==> src/rtl/replay_pkg.sv <==
// Shared definitions for the replay-protection transmitter/receiver pair:
// FSM encodings, default frame geometry and the modulo-256 counter distance.
package replay_pkg;

  typedef enum logic [1:0] {
    COLLECT = 2'd0,
    CHECK   = 2'd1,
    DRAIN   = 2'd2
  } state_t;

  localparam int DEF_PAYLOAD_LEN = 8;
  localparam int CNT_W           = 8;
  // Byte index width; covers payload lengths up to 15 plus the counter slot.
  localparam int IDX_W           = 4;

  // Forward distance from 'last' to 'rx', wrapping modulo 2**CNT_W.
  function automatic logic [CNT_W-1:0] mod_diff(input logic [CNT_W-1:0] rx,
                                                 input logic [CNT_W-1:0] last);
    return rx - last;
  endfunction

endpackage

==> src/rtl/replay_frame_buffer.sv <==
// Payload register file: one synchronous write port and a registered read
// port whose output holds its value unless a read is requested.
module replay_frame_buffer
  import replay_pkg::*;
#(
  parameter int AW = IDX_W
) (
  input  logic          clk,
  input  logic          reset_n,
  input  logic          we,
  input  logic [AW-1:0] waddr,
  input  logic [7:0]    wdata,
  input  logic          re,
  input  logic [AW-1:0] raddr,
  output logic [7:0]    rdata
);

  logic [7:0] mem [2**AW];

  // Storage array: capture incoming payload bytes.
  always_ff @(posedge clk or negedge reset_n) begin
    if (!reset_n) begin
      for (int i = 0; i < 2**AW; i++) begin
        mem[i] <= 8'h00;
      end
    end else if (we) begin
      mem[waddr] <= wdata;
    end else begin
      mem <= mem;
    end
  end

  // Registered read: output only changes on a read request.
  always_ff @(posedge clk or negedge reset_n) begin
    if (!reset_n) begin
      rdata <= 8'h00;
    end else if (re) begin
      rdata <= mem[raddr];
    end else begin
      rdata <= rdata;
    end
  end

endmodule

==> src/rtl/replay_protection_rx.sv <==
// Receive-side replay protection: buffers one frame of payload bytes, checks
// the trailing counter byte against the last accepted counter (modulo 256,
// forward window), then releases accepted payloads or flags rejected ones.
module replay_protection_rx
  import replay_pkg::*;
#(
  parameter int PAYLOAD_LEN = DEF_PAYLOAD_LEN,
  parameter int WINDOW      = 16,
  parameter int ERR_CNT_W   = 8
) (
  input  logic                 clk,
  input  logic                 reset_n,
  input  logic [7:0]           data_in,
  input  logic                 data_valid,
  output logic                 in_ready,
  output logic [7:0]           data_out,
  output logic                 data_out_valid,
  output logic                 frame_last,
  output logic                 replay_error,
  output logic                 overrun,
  output logic [ERR_CNT_W-1:0] err_count,
  output logic [7:0]           last_count
);

  localparam logic [IDX_W-1:0] PLEN     = IDX_W'(PAYLOAD_LEN);
  localparam logic [IDX_W-1:0] LAST_IDX = IDX_W'(PAYLOAD_LEN - 1);
  localparam logic [7:0]       WIN8     = 8'(WINDOW);

  state_t           state;
  state_t           state_next;
  logic [IDX_W-1:0] idx;
  logic [IDX_W-1:0] idx_next;
  logic [IDX_W-1:0] drain_idx;
  logic [IDX_W-1:0] drain_idx_next;
  logic [7:0]       rx_cnt;
  logic [7:0]       diff;
  logic             accept;
  logic             cnt_capture;
  logic             buf_we;
  logic             buf_re;
  logic [IDX_W-1:0] buf_raddr;
  logic             valid_next;
  logic             last_next;
  logic             err_next;

  replay_frame_buffer #(
    .AW (IDX_W)
  ) u_buf (
    .clk     (clk),
    .reset_n (reset_n),
    .we      (buf_we),
    .waddr   (idx),
    .wdata   (data_in),
    .re      (buf_re),
    .raddr   (buf_raddr),
    .rdata   (data_out)
  );

  // Freshness check: counter must move forward by 1..WINDOW, wrapping.
  always_comb begin
    diff   = mod_diff(rx_cnt, last_count);
    accept = (diff != 8'd0) && (diff <= WIN8);
  end

  // Next-state, buffer control and next values of the registered strobes.
  always_comb begin
    state_next     = state;
    idx_next       = idx;
    drain_idx_next = drain_idx;
    cnt_capture    = 1'b0;
    buf_we         = 1'b0;
    buf_re         = 1'b0;
    buf_raddr      = {IDX_W{1'b0}};
    valid_next     = 1'b0;
    last_next      = 1'b0;
    err_next       = 1'b0;
    case (state)
      COLLECT: begin
        if (data_valid) begin
          if (idx == PLEN) begin
            cnt_capture = 1'b1;
            idx_next    = {IDX_W{1'b0}};
            state_next  = CHECK;
          end else begin
            buf_we   = 1'b1;
            idx_next = idx + IDX_W'(1);
          end
        end else begin
          idx_next = idx;
        end
      end
      CHECK: begin
        if (accept) begin
          // Prefetch byte 0 so it appears in the first DRAIN cycle.
          state_next     = DRAIN;
          drain_idx_next = {IDX_W{1'b0}};
          buf_re         = 1'b1;
          buf_raddr      = {IDX_W{1'b0}};
          valid_next     = 1'b1;
          last_next      = (LAST_IDX == {IDX_W{1'b0}});
        end else begin
          state_next = COLLECT;
          err_next   = 1'b1;
        end
      end
      DRAIN: begin
        // drain_idx is the byte currently on data_out.
        if (drain_idx == LAST_IDX) begin
          state_next     = COLLECT;
          drain_idx_next = {IDX_W{1'b0}};
        end else begin
          drain_idx_next = drain_idx + IDX_W'(1);
          buf_re         = 1'b1;
          buf_raddr      = drain_idx + IDX_W'(1);
          valid_next     = 1'b1;
          last_next      = ((drain_idx + IDX_W'(1)) == LAST_IDX);
        end
      end
      default: begin
        state_next = COLLECT;
        idx_next   = {IDX_W{1'b0}};
      end
    endcase
  end

  // FSM and frame index registers.
  always_ff @(posedge clk or negedge reset_n) begin
    if (!reset_n) begin
      state     <= COLLECT;
      idx       <= {IDX_W{1'b0}};
      drain_idx <= {IDX_W{1'b0}};
    end else begin
      state     <= state_next;
      idx       <= idx_next;
      drain_idx <= drain_idx_next;
    end
  end

  // Received counter byte and last accepted counter.
  always_ff @(posedge clk or negedge reset_n) begin
    if (!reset_n) begin
      rx_cnt     <= 8'h00;
      last_count <= 8'h00;
    end else begin
      rx_cnt     <= cnt_capture ? data_in : rx_cnt;
      last_count <= ((state == CHECK) && accept) ? rx_cnt : last_count;
    end
  end

  // Saturating rejected-frame counter.
  always_ff @(posedge clk or negedge reset_n) begin
    if (!reset_n) begin
      err_count <= {ERR_CNT_W{1'b0}};
    end else if (err_next && (err_count != {ERR_CNT_W{1'b1}})) begin
      err_count <= err_count + ERR_CNT_W'(1);
    end else begin
      err_count <= err_count;
    end
  end

  // Registered status strobes; in_ready follows the upcoming state.
  always_ff @(posedge clk or negedge reset_n) begin
    if (!reset_n) begin
      in_ready       <= 1'b1;
      data_out_valid <= 1'b0;
      frame_last     <= 1'b0;
      replay_error   <= 1'b0;
      overrun        <= 1'b0;
    end else begin
      in_ready       <= (state_next == COLLECT);
      data_out_valid <= valid_next;
      frame_last     <= last_next;
      replay_error   <= err_next;
      overrun        <= data_valid && (state != COLLECT);
    end
  end

endmodule

==> config.mk <==
export PLATFORM = sky130hd
export DESIGN_NAME = replay_protection_rx
export DESIGN_NICKNAME = d
export VERILOG_FILES = /design/src/rtl/replay_pkg.sv /design/src/rtl/replay_frame_buffer.sv /design/src/rtl/replay_protection_rx.sv
export SDC_FILE = /design/constraint.sdc
export NUM_CORES = 1
export LEC_CHECK = 0
export ABC_AREA = 1
export ABC_CLOCK_PERIOD_IN_PS = 5400
export CORE_MARGIN = 8
export CORE_UTILIZATION = 55
export DETAILED_ROUTE_END_ITERATION = 8
export PLACE_DENSITY = 0.75
export SLEW_MARGIN = 30
export SYNTH_ARGS = -nofsm -noshare
export SYNTH_HDL_FRONTEND = slang
export SYNTH_HIERARCHICAL = 1
export SYNTH_SLANG_ARGS = --single-unit
==> constraint.sdc <==
create_clock -name clk -period 5.4 [get_ports clk]
set_clock_uncertainty 0.1 [all_clocks]
set_input_delay 1.08 -clock clk [delete_from_list [all_inputs] [get_ports clk]]
set_output_delay 1.08 -clock clk [all_outputs]
set_load 0.02 [all_outputs]
* Word-level counts from Yosys, hierarchy flattened
Cells that the tools add are included.
** Storage, ports and cells
- Register bits after elaboration :: 175
- Input port bits :: 11
- Output and inout port bits :: 29
- Word-level logic and storage cells :: 91
** Cells by class
- $add $sub $neg :: 4
- Magnitude comparators :: 4
- Eq/ne operators :: 8
- Muxes and demuxes :: 31
- Bitwise operators :: 3
- Reductions and logical operators :: 13
** Operators by type and width (count)
- bitwise mux 128 bit :: 1
- binary-select mux 8 bit (select 4 bit) :: 1
- demux 8 bit (select 4 bit) :: 1
- two-way mux 8 bit :: 3
- two-way mux 4 bit :: 5
- one-hot mux 4 bit (2 select lines) :: 2
- two-way mux 1 bit :: 12
- >= comparator 5 bit, second input constant :: 2
- inverter 4 -> 5 bit :: 2
- adder 4 x 1 -> 4 bit, second input constant :: 2
- adder 8 x 1 -> 8 bit, second input constant :: 1
- == test 4 x 3 -> 1 bit, second input constant :: 2
- less-or-equal comparator 8 x 5 -> 1 bit, second input constant :: 1
- two-way mux 2 bit :: 4
- != test 8 bit, second input constant :: 1
- nonzero test 8 bit :: 1
- subtractor 8 bit :: 1
- one-hot mux 2 bit (3 select lines) :: 1
- logical AND 1 bit :: 5
- < comparator 5 x 1 -> 1 bit, second input constant :: 1
- == test 4 bit, second input constant :: 1
- zero test 2 bit :: 2
- != test 2 bit, second input constant :: 2
- AND reduction 2 bit :: 2
- other kinds (6) :: 7

* Depth between registers and ports, before layout
Gate-level depths: netlist of the first run.
- Depth in word-level cells :: 7
- Mapped depth :: 18
- Mapped depth without buffers :: 17

* Modules after synthesis
Netlist of the first run, hierarchy kept.
** By module, submodules not included
- replay_frame_buffer :: instances 1, cells each 776, area an instance 6233.5 µm², seq. area each 3403.3 µm²
- replay_protection_rx :: instances 1, cells each 270, area an instance 2333.5 µm², seq. area each 977.2 µm²

* Worst setup path after synthesis of the first run
No wires, ideal clock.
- Path kind :: reg-to-reg
- Start :: register last_count[2]
- End :: register u_buf.rdata[0]
- Library setup time :: 117 ps
- Data arrival time :: 2394 ps
- Required time :: 5183 ps
- Path slack :: 2789 ps
- Stages on the path, launching flop included :: 15
- Buffers on the path :: 1
- Period minus slack after synthesis :: 2611 ps
- Cells stage by stage :: dfrtp_1 -> inv_1 -> ha_1 -> or2_4 -> nand3_2 -> nand2_2 -> nor2_4 -> nor2_1 -> nor2_4 -> nand3_4 -> a21oi_1 -> clkbuf_1 -> inv_1 -> nand2_1 -> nand2_1
** On the way
- Longest elaborated chain between the ends :: 5
- Elaborated cells on any way between the ends :: 6
- Those cells by class :: add/sub (1); order compare (1); mux (2); reduce/logical (2)
** Ends and longest elaborated chain
- start: declaration :: line replay_protection_rx.sv:22 : output logic [7:0] last_count
- start signal: assignment :: line replay_protection_rx.sv:146 : last_count <= ((state == CHECK) && accept) ? rx_cnt : last_count;
- subtractor 8 bit (*) :: line replay_pkg.sv:19 : return rx - last;
- less-or-equal comparator 8 x 5 -> 1 bit or nonzero test 8 bit (tied branches) :: line replay_protection_rx.sv:62 : accept = (diff != 8'd0) && (diff <= WIN8);
- logical AND 1 bit (*) :: line replay_protection_rx.sv:62
- two-way mux 1 bit (*) :: line replay_protection_rx.sv:93 : if (accept) begin
- one-hot mux 1 bit (2 select lines) (*) :: line replay_protection_rx.sv:77 : case (state)
- net buf_re :: line replay_protection_rx.sv:40 : logic buf_re;
- end signal: assignment :: line replay_frame_buffer.sv:38 : rdata <= mem[raddr];
- end signal: assignment :: line replay_frame_buffer.sv:40 : rdata <= rdata;
- end: declaration :: line replay_frame_buffer.sv:15 : output logic [7:0] rdata
The timed path passes the listed nets; every way through them passes the cells marked *.
A chain may end at the register's enable or synchronous reset.

* Worst setup path after layout of the first run
Ends and elaborated chain as after synthesis.

==> results of run 1 <==
## stage by stage
step | std cells | hold slack, ns | power [mW] | setup WS, ns
floorplan | 1046 | 0.353 | 3.83 | 2.79
global placement | 1226 | 0.362 | 4.33 | 1.88
detailed placement | 1226 | 0.364 | 4.39 | 1.79
CTS | 1258 | 0.382 | 5.69 | 2.15
global route | 1258 | 0.400 | 6.12 | 1.91
finish | 1258 | 0.377 | 5.66 | 2.16
## final cells by class
class	count	share of cell area (%)
clock buffer	20	4.66
clock inverter	12	1.66
inverter	58	2.35
multi-input combinational	761	38.6
sequential	175	45.7
tap	188	2.45
timing repair buffer	44	4.61
## critical path, cell delays in order, from the launching register on
cell	delay (ns)
dfrtp_1	0.36
inv_1	0.07
ha_1	0.38
or2_4	0.30
nand3_1	0.11
nand3b_1	0.09
nand2_1	0.09
nand2_2	0.09
nor2_8	0.12
nand3_4	0.14
a21oi_1	0.76
inv_1	0.32
nand2_1	0.15
nand2_1	0.06
## cells in the final DEF (no fill, tap or decap), types with 4 or more instances in the layout
cell type          n
inv_1             53
nor2_1            81
nor2_4            11
dfrtp_1          174
a21oi_1           73
clkdlybuf4s50_1   38
buf_4              4
xor2_1             6
mux2_2             7
nand2_2           10
clkinvlp_4         5
nand3_2            4
o21ai_2            6
nand4_1           10
clkbuf_16         17
nand2_1          324
xnor2_1            4
ha_1              16
o21ai_0           69
nand3_1          126
## sequential cells by signal, indices dropped and copies added (netlist names), 2 cells and up
signal,count
u_buf/mem,128
err_count,8
last_count,8
rx_cnt,8
u_buf/rdata,8
drain_idx,4
idx,4
state,2
## power by group
group / switching, mW / leakage [nW] / internal (mW) / total (mW)
clock network: 0.517 / 0.280 / 0.743 / 1.26
registers: 0.286 / 2.28 / 1.78 / 2.07
logic: 1.49 / 2.05 / 0.843 / 2.33
total: 2.29 / 4.61 / 3.37 / 5.66
## worst max-delay path by stage
stage	cells after the start	endpoint	startpoint	slack, ns
after floorplan	14	u_buf/rdata[0]$_DFFE_PN0P_	last_count[2]$_DFFE_PN0P_	2.79
after global placement	5	u_buf/mem[61]$_DFFE_PN0P_	data_valid	1.88
after CTS	13	u_buf/rdata[0]$_DFFE_PN0P_	last_count[2]$_DFFE_PN0P_	2.15
final	13	u_buf/rdata[0]$_DFFE_PN0P_	last_count[2]$_DFFE_PN0P_	2.16
after detailed placement	5	u_buf/mem[60]$_DFFE_PN0P_	data_valid	1.79
after global routing	13	u_buf/rdata[6]$_DFFE_PN0P_	last_count[2]$_DFFE_PN0P_	1.91
## routing by layer
metal,wire [µm],GRT usage (%),share of wire [%],up-vias
met5,0,0,0,-
met4,289,7.24,1.5,0
met3,1370,4.66,6.9,21
met2,9500,34.6,48,205
met1,8700,26.9,44,3313
li1,-,-,-,3434
## logic make-up (layout without fill, tap and decap cells)
| group | Yosys count | count (layout) |
|---|---|---|
| xor gates and xnor gates | 10 | 10 |
| muxes | 7 | 7 |
| and+or+nand+nor | 575 | 575 |
| AOI/OAI and AO/OA | 153 | 153 |
| DFF | 175 | 175 |
| adders and majority gates | 16 | 16 |
| buffers and inverters | 110 | 134 |
==> results.toml, run 1 <==
[yosys]
ys_seq_area_share_pct = 51.1
yosys-top-cells-area = "dfrtp_1, nand2_1, nand3_1, a21oi_1, o21ai_0"
synth.most_common_cell = "nand2_1"
syn_nets = 1073
synth_top_area_cell = "dfrtp_1"
synth_mux_area_share_pct = 0.920
yosysWarnings = 6
synth_area_per_cell_um2 = 8.19
async_reset_ff_share_pct = 100
synth-edff-count = 0
synth_top_family_by_area = "simple AND/OR/NAND/NOR gates"
ys_types = 35
syn-cell-area_um2 = 8570
yosysTopAreaCellShare_pct = 50.8
syn_inst = 1046
synth_adder_area_share_pct = 2.34
synth-compound-area-share_pct = 9.33
netlist_top_cells_count = "nand2_1, dfrtp_1, nand3_1, nor2_1, a21oi_1"
yosys_most_used_dff = "dfrtp_1"
synthSimpleGateAreaFrac_pct = 29.5
yosys_register_bits = 175
synth-xor-area-share_pct = 1.02

[floorplan]
die_y_um = 141
rows = 45
die_x_um = 141
start_util_pct = 56.4
core_um2 = 15200
top_level_ports = 40
die-area_um2 = 19800

[final_layout]
nNetsFinal = 1084
stdcell_area_um2 = 9590
areaGrowthSynthToFinish_pct = 11.9
final_core_util_pct = 63.1
seq_area_um2 = 4380
multi_input_area_um2 = 3700
drive_gt1_share_pct = 8.13
antennaDiodeCount = 0
fill_cells = 1334

[route]
vias = 6973
wl_per_cell_um = 15.8
ant_nets = 0
drt_first_iter_violations = 697
drtPass1Iterations = 7
routed_wl_mm = 19.9
vias_per_cell = 5.54
drc = 0

[pwr]
p_per_area_nw_per_um2 = 591
p_leak_nw = 4.61
max-vdd-ir-drop_mv = 0.440

[placed_design]
portBuffers = 39
gp_congestion = 0.821
hpwl_mm = 12.3
post_dp_cell_area_um2 = 8980

[worst_setup_path]
startpoint_type = "register"
reg2regPathDepth = 13
required_ns = 5.62
r2r-end = "u_buf/rdata[0]$_DFFE_PN0P_"
ff2ff_setup_slack_ns = 2.16
worstSetupPathType = "register to register"
r2r_start = "last_count[2]$_DFFE_PN0P_"
path_max_fanout = 10
cp.arrival_ns = 3.46
worstSetupEndpointType = "register"

[clock_network]
hold_buffers = 0
cts-htree-levels = 4
post-cts-setup-buffers = 0
numCtsBuffers = 17
numClockSinks = 175
worstSkewPairLatency_ns = 0.44
cts_tree = "yes"
clk_pin_slew_worst_paths_ns = 0.07
cts_root_buf = "clkbuf_16"
post_cts_resized = 0
cts.path.max_buffers = 2

[sta]
min_period_ns = 3.24
final-hold-violation-count = 0
slew_headroom_pct = 39.1
worstMarginPinSlew_ns = 0.914
grt_setup_unrepaired = "no"
slew_violations = 0
max_freq_mhz = 309
setup_tns_ns = 0
fin_crit_sh_pct = 60.0
setup_viol = 0

[worst_hold_path]
hold_start = "u_buf/rdata[4]$_DFFE_PN0P_"
worstHoldEndpoint = "u_buf/rdata[4]$_DFFE_PN0P_"
worstHoldPathType = "register to register"
min_path_cells = 2

[job]
maxCapViolations = 0

[grt]
antenna_found_initial = 0
grt_max_degree = 90
grt_usage_pct = 21.0
grt_remaining_overflow = 0
grt_pass1_vias = 6627
grt_pass1_wl_mm = 33.0

[status]
status = "complete, no violations"
Power figures use the tool's default switching activity.
==> run 2: changes to the inputs <==
Settings changed: ABC_CLOCK_PERIOD_IN_PS 5400 to 2900, PLACE_DENSITY 0.75 to 0.78.
Clock period 5.4 ns to 2.9 ns, I/O delays scaled along.
==> run 2 against run 1 <==
Against the previous run: global-route usage grew 0.49 points; register-to-register slack lost 1.8 ns; via count grew 1.4%; critical endpoint is now u_buf/rdata[7]$_DFFE_PN0P_; critical path type unchanged.
==> results.toml, run 2 (synthesis gave the netlist of run 1 again) <==
[status]
status = "complete, no violations"

[sta]
grt_setup_unrepaired = "no"
min_period_ns = 2.56
slew_violations = 0
final-hold-violation-count = 0
max_freq_mhz = 391
slew_headroom_pct = 54.3
fin_crit_sh_pct = 88.3
worstMarginPinSlew_ns = 0.685
setup_viol = 0
setup_tns_ns = 0

[final_layout]
nNetsFinal = 1096
stdcell_area_um2 = 9710
areaGrowthSynthToFinish_pct = 13.3
layout_common_cells = "nand2_1, dfrtp_1, nand3_1"
final_common_cell = "nand2_1"
drive_gt1_share_pct = 8.70
largest_register = "u_buf/mem"
final_core_util_pct = 63.9
largest_reg_flops = 128
antennaDiodeCount = 0

[grt]
grt_usage_pct = 21.5
antenna_found_initial = 0
grt_max_degree = 68
grt_pass1_vias = 6625
grt_pass1_wl_mm = 34.0
grt_remaining_overflow = 0

[pwr]
sw_frac_of_total_pct = 39.9
combPwrFrac_pct = 41.9
power.internal_mw = 6.43
p_total_mw = 10.7
switchingPower_mw = 4.27
p_per_area_nw_per_um2 = 1100
p_leak_nw = 4.70
power_frac_seq_pct = 36.2
pwr-share-clk_pct = 21.9
max-vdd-ir-drop_mv = 0.522

[route]
routed_wl_mm = 20.5
drtPass1Iterations = 5
drc = 0
vias = 7074
wl_per_cell_um = 16.2
top_layer_used = "met4"
drt_first_iter_violations = 725
dr_wl_met3_mm = 1.42
ant_nets = 0
m1WireLength_mm = 8.88
wl_met2_mm = 9.91
vias_per_cell = 5.57

[clock_network]
cts.path.max_buffers = 2
numCtsBuffers = 17
cts-htree-levels = 4
clk_pin_slew_worst_paths_ns = 0.06
hold_buffers = 0
numClockSinks = 175
worstSkewPairLatency_ns = 0.43
cts_root_buf = "clkbuf_16"
cts_tree = "yes"

[worst_setup_path]
startpoint_type = "register"
worstSetupPathType = "register to register"
ff2ff_setup_slack_ns = 0.34
path_max_fanout = 8
worstSetupEndpointType = "register"
required_ns = 3.12
reg2regPathDepth = 13
cp.arrival_ns = 2.78

[placed_design]
portBuffers = 39
post_dp_cell_area_um2 = 9110
gp_congestion = 0.857
hpwl_mm = 13.0

[job]
maxCapViolations = 0

[floorplan]
start_util_pct = 56.4
top_level_ports = 40
die_x_um = 141
rows = 45
die-area_um2 = 19800
die_y_um = 141
core_um2 = 15200

[worst_hold_path]
worstHoldPathType = "input pin to asynchronous set/reset pin"
-- run 2: path summary, 6_finish.rpt --
kind | to | startpoint
max | u_buf/rdata[7]$_DFFE_PN0P_ | last_count[2]$_DFFE_PN0P_
min | last_count[4]$_DFFE_PN0P_ | reset_n
max reg2reg | u_buf/rdata[7]$_DFFE_PN0P_ | last_count[2]$_DFFE_PN0P_
min reg2reg | u_buf/mem[58]$_DFFE_PN0P_ | u_buf/mem[58]$_DFFE_PN0P_
max in group asynchronous | in_ready$_DFF_PN1_ | reset_n
min in group clk | u_buf/mem[58]$_DFFE_PN0P_ | u_buf/mem[58]$_DFFE_PN0P_
-- run 2: metrics by stage --
step	hold WS [ns]	cells	worst slack [ns]
after global placement	0.366	1238	0.384
after detailed placement	0.372	1238	0.302
final	0.0615	1269	0.340
after CTS	0.0687	1269	0.240
after floorplan	0.184	1046	0.289
after global routing	0.0987	1269	0.0679
-- run 2: worst max-delay path, stage by stage, from the launching register on --
cell	delay (ns)
dfrtp_1	0.35
inv_1	0.07
ha_1	0.37
or2_4	0.29
nand3_1	0.12
nand3_1	0.09
nand2_1	0.11
nand2_2	0.09
nor2_8	0.12
nand3_4	0.13
a21oi_2	0.24
inv_1	0.19
nand2_1	0.12
nand2_1	0.05
-- run 2: power groups by stage --
stage	clock network, mW	registers (mW)	logic (mW)
2_1_floorplan	0	3.91	3.22
3_3_place_gp	0	3.87	4.28
3_5_place_dp	0	3.89	4.40
4_1_cts	2.38	3.86	4.46
5_1_grt	2.49	3.97	5.04
6_report	2.34	3.87	4.48
-- run 2: repair_timing --
item,in CTS,in global routing
buffers inserted,0,0
setup endpoints to repair,0,8
resized for setup,0,1
-- run 2: metal layers --
metal / global-route usage (%) / vias to the layer above
li1: - / 3432
met1: 28.3 / 3371
met2: 35.0 / 242
met3: 4.63 / 29
met4: 6.79 / 0
met5: 0 / -
-- run 2: final cells by class --
cell class,count,area [µm²]
Fill cell,1269,5490
Sequential cell,175,4380
Multi-Input combinational cell,761,3700
Timing Repair Buffer,56,569
Clock buffer,24,462
Tap cell,188,235
Inverter,58,223
Clock inverter,7,135
